[src/rtl/adder.sv]
// adder: two-stage pipelined unsigned adder.
// Stage 1 captures both operands, stage 2 captures their sum. A result
// therefore appears on Y one edge after the operands are registered,
// i.e. two edges after they are first presented. The sum wraps modulo
// 2^DATA_WIDTH; the carry out of the MSB is dropped on purpose because
// the block has no carry or overflow output.
module adder #(
    parameter int DATA_WIDTH = 16
) (
    input  logic                  clk,
    input  logic                  rst_n,
    input  logic [DATA_WIDTH-1:0] A0,
    input  logic [DATA_WIDTH-1:0] A1,
    output logic [DATA_WIDTH-1:0] Y
);

    logic [DATA_WIDTH-1:0] r_aQ;
    logic [DATA_WIDTH-1:0] r_bQ;
    logic [DATA_WIDTH-1:0] r_y;
    logic [DATA_WIDTH-1:0] w_sum;

    // Stage-2 adder: same-width result, so the MSB carry falls off naturally
    assign w_sum = r_aQ + r_bQ;

    // Operand stage: reset discards whatever pair is in flight
    always_ff @(posedge clk) begin
        if (!rst_n) begin
            r_aQ <= '0;
            r_bQ <= '0;
        end else begin
            r_aQ <= A0;
            r_bQ <= A1;
        end
    end

    // Result stage: Y comes only from this flop, never straight from inputs
    always_ff @(posedge clk) begin
        if (!rst_n) begin
            r_y <= '0;
        end else begin
            r_y <= w_sum;
        end
    end

    assign Y = r_y;

endmodule

[config.mk]
export PLATFORM = sky130hd
export DESIGN_NAME = adder
export DESIGN_NICKNAME = d
export VERILOG_FILES = /design/src/rtl/adder.sv
export SDC_FILE = /design/constraint.sdc
export NUM_CORES = 1
export LEC_CHECK = 0
export CAP_MARGIN = 0
export CORE_ASPECT_RATIO = 1.4
export CORE_MARGIN = 2
export CORE_UTILIZATION = 48
export CTS_CLUSTER_SIZE = 12
export DETAILED_ROUTE_END_ITERATION = 16
export HOLD_SLACK_MARGIN = 0.1
export PLACE_DENSITY = 0.78
export RECOVER_POWER = 25
export SLEW_MARGIN = 5
export SYNTH_ARGS = -nofsm -noshare
export SYNTH_HDL_FRONTEND = slang
export SYNTH_SLANG_ARGS = --single-unit
[constraint.sdc]
create_clock -name clk -period 2.7 [get_ports clk]
set_input_delay 0.81 -clock clk [delete_from_list [all_inputs] [get_ports clk]]
set_output_delay 0.81 -clock clk [all_outputs]
set_load 0.1 [all_outputs]
After elaboration in Yosys (flattened, before gate mapping)
Cells that the tools add are included.
- $add $sub $neg: 1
- operator list (operator ; count):
    $add 16x16->16 ; 1
- flip-flop bits (word level): 48
- input bits: 34
- output and inout port bits: 16
- word-level logic and storage cells: 4

Longest topological paths before layout
- word-level depth: 1
- gate-level depth with buffers: 7

Worst setup path before layout
Ideal clock, no wire load.
- path type: reg2reg
- start point: register r_aQ[0]
- end point: register r_y[14], in the netlist Y[14]
- arrival time: 1.983 ns
- setup slack: 0.646 ns
- cell stages (with the launch flop): 8
- buffers on the path: 0
- path through: dfxtp_1 ha_1 fa_1 a21o_1 a221oi_2 nor2_2 a311oi_2 mux2i_1
- longest elaborated chain between the ends: 1
- ends and longest elaborated chain (element ; RTL line ; source):
    from (decl) ; 17 ; logic [DATA_WIDTH-1:0] r_aQ;
    from (signal assigned) ; 28 ; r_aQ <= '0;
    from (signal assigned) ; 31 ; r_aQ <= A0;
    $add 16x16->16 ; 23 ; assign w_sum = r_aQ + r_bQ;
    to (signal assigned) ; 41 ; r_y <= w_sum;
    to (decl) ; 19 ; logic [DATA_WIDTH-1:0] r_y;
Every way passes these cells.
A chain may end at the register's enable or synchronous reset.

Worst setup path in the final report
Same ends and word-level chain as after synthesis.

==> impl_metrics.ini <==
[global_route]
grt_max_degree = 55
grt_antenna_before_repair = 0
track_usage_pct = 16.0
grt_pass1_vias = 1338
grt_pass1_wl_mm = 5.73
overflow = 0

[layout]
multi_input_area_um2 = 1020
drive_above_1_share_pct = 10.9
antennaDiodeCount = 0
nets = 298
area_delta_synth_final_pct = 28.1
seq_area_um2 = 961
fillers = 359

[synth]
yosysWarnings = 0
synth_top_area_share_pct = 47.9
yosysMostFrequentCell = dfxtp_1
synthArstFlopShare_pct = 0
synth_common_cells = dfxtp_1 (48), and2_1 (40), ha_1 (15)
synth_cell_types = 36
synth.area.top_cells = dfxtp_1 (48%), and2_1 (12%), ha_1 (9.4%)
synth_edf_count = 0
syn_avg_cell_area_um2 = 10.2
synthCells = 197
ys_seq_elements = 48
ys.flop_type = dfxtp_1
postSynthNetCount = 247
seq_area_frac_synth_pct = 47.9
syn_area_um2 = 2010
synth_area_leader_cell = dfxtp_1

[timing]
worstMarginPinSlew_ns = 0.774
rsz0062_at_grt = false
finalWorstSetupSlack_ns = 0.466
tns_ns = 0
final-hold-violation-count = 0
post-route-min-period_ns = 2.23
max_freq_mhz = 448
fin_crit_sh_pct = 82.8
fin_skew_ns = 0.00233
setup_viol = 0
maxSlewViolCount = 0
max-slew-margin-rel_pct = 48.4

[floorplanning]
die_y_um = 80.5
fp-row-count = 27
die-area_um2 = 4720
ioPinCount = 50
fp.dieW_um = 58.6
core_area_um2 = 3990
initial_core_util_pct = 50.3

[cts]
clock_latency_ns = 0.29
numCtsBuffers = 5
cts_resized = 0
clkSinkCount = 48
clock_path_buffers = 2
clk_pin_slew_worst_paths_ns = 0.08
cts_setup_buffers = 0
cts_hold_buffers = 0
clock_tree.root_cell = clkbuf_8
cts-htree-levels = 2
cts_tree = done

[setup_path]
cp-start-kind = register
crit_path_max_incr_delay_ns = 0.41
reg2regPathDepth = 7
path_cells = ha_1 > fa_1 > a21o_1 > a221oi_2 > nor2_2 > a311oi_2 > mux2i_1
critical_path_arrival_ns = 2.46
r2r_end = Y[14]
cp_data_required_time_ns = 2.93
end_kind = register
r2r-start = r_aQ[0]
crit_start = r_aQ[0]
crit_fanout = 4
crit_path_end = Y[14]
slowest_stage = a221oi_2
path_class = register to register
rrSetupSlack_ns = 0.47

[detailed_routing]
totalWireLength_mm = 3.35
drc = 2
wire_per_inst_um = 11.5
first_iter_violations = 31
antenna_left = 0
dr_total_vias = 1478
vias_per_cell = 5.08
drt_pass1_iterations = 10

[power_and_ir_drop]
power.switching_w = 0.000481
finalPower_w = 0.00155
p_leak_nw = 1.21
swShare_pct = 31.0
power_frac_seq_pct = 49.6
p_clk_share_pct = 24.8
ir_drop_mv = 0.364
power.share.combinational_pct = 25.6
p_int_w = 0.00107
cellPowerDensity_nw_per_um2 = 604

[status]
status = complete, but fails checks
violations = design-rule violations

[worst_hold_path]
hold_path_class = register to register

[placed_design]
hpwl_mm = 2.53
post-place-ws_ns = 0.487
port_buffers = 49
gp_congestion = 0.799

[run]
cap_violations = 0
## sequential cells by signal, summed over array words and instances, names as in the netlist
| register | cells |
|---|---|
| r_aQ | 16 |
| Y | 16 |
| r_bQ | 16 |
## cell type report
class	instances	area share, %
multi-input combinational	142	39.6
tap	43	2.09
sequential	48	37.4
timing repair buffer	50	17.7
clock buffer	6	2.82
inverter	1	0.146
clock inverter	1	0.195
## routing by layer
metal / vias to the layer above / part of all wire (%) / track usage [%] / wire (um)
met5: - / 0 / 0 / 0
met4: 0 / 2.1 / 7.50 / 71
met3: 6 / 5.0 / 4.51 / 167
met2: 36 / 49 / 27.6 / 1640
met1: 657 / 44 / 17.6 / 1460
li1: 779 / - / - / -
## cells by family after synthesis
group / Yosys count / share of synthesized area (%)
mux: 6 / 2.99
xor+xnor: 6 / 2.62
simple gates: 76 / 21.8
fa+ha+maj: 16 / 10.4
buf+inv: 7 / 1.31
flops: 48 / 47.9
compound gates: 38 / 13.0
## how the worst min path moves through the flow
stage	startpoint	endpoint	slack, ns	cells past startpoint
final	r_bQ[0]	Y[0]	0.56	2
after CTS	r_bQ[0]	Y[0]	0.56	2
after detailed placement	r_bQ[0]	Y[0]	0.55	2
after global placement	r_bQ[0]	Y[0]	0.53	2
after floorplan	r_bQ[0]	Y[0]	0.52	2
after global routing	r_bQ[0]	Y[0]	0.58	2
## through the flow
| step | utilization, % | instance area, um2 | hold slack, ns | instances |
|---|---|---|---|---|
| finish | 64.5 | 2570 | 0.556 | 291 |
| global route | 64.5 | 2570 | 0.582 | 291 |
| CTS | 64.5 | 2570 | 0.562 | 291 |
| detailed placement | 62.6 | 2490 | 0.546 | 284 |
| global placement | 62.6 | 2490 | 0.534 | 284 |
| floorplan | - | 2010 | 0.522 | 197 |
## power by group through the flow
stage / Clock (W) / Sequential (W) / Combinational (W)
floorplan: 0 / 0.000948 / 0.000126
global placement: 0 / 0.000786 / 0.000395
detailed placement: 0 / 0.000787 / 0.000398
CTS: 0.000394 / 0.000770 / 0.000399
global route: 0.000423 / 0.000774 / 0.000425
finish: 0.000385 / 0.000770 / 0.000397
## placed cells by master, fill, tap and decap left out, drive strengths merged, types with 2 or more instances in the layout
cell / count
and2: 40
nand3: 2
mux2i: 6
clkdlybuf4s50: 32
xor2: 3
nand4: 2
nand2b: 5
nor2: 4
and3: 4
nand2: 13
a21o: 8
dfxtp: 48
ha: 15
o21ai: 6
clkbuf: 7
buf: 16
or3: 2
a31oi: 3
a311oi: 2
a21oi: 9
o22ai: 2
a21boi: 2
xnor2: 3
## critical path, delay by kind of cell, from the launching register on
| family | cells | cell delay, ns |
|---|---|---|
| and+or+nand+nor | 1 | 0.10 |
| AOI/OAI and AO/OA | 3 | 0.93 |
| DFF | 1 | 0.31 |
| adders and majority gates | 2 | 0.62 |
| muxes | 1 | 0.20 |
Power figures use the tool's default switching activity.
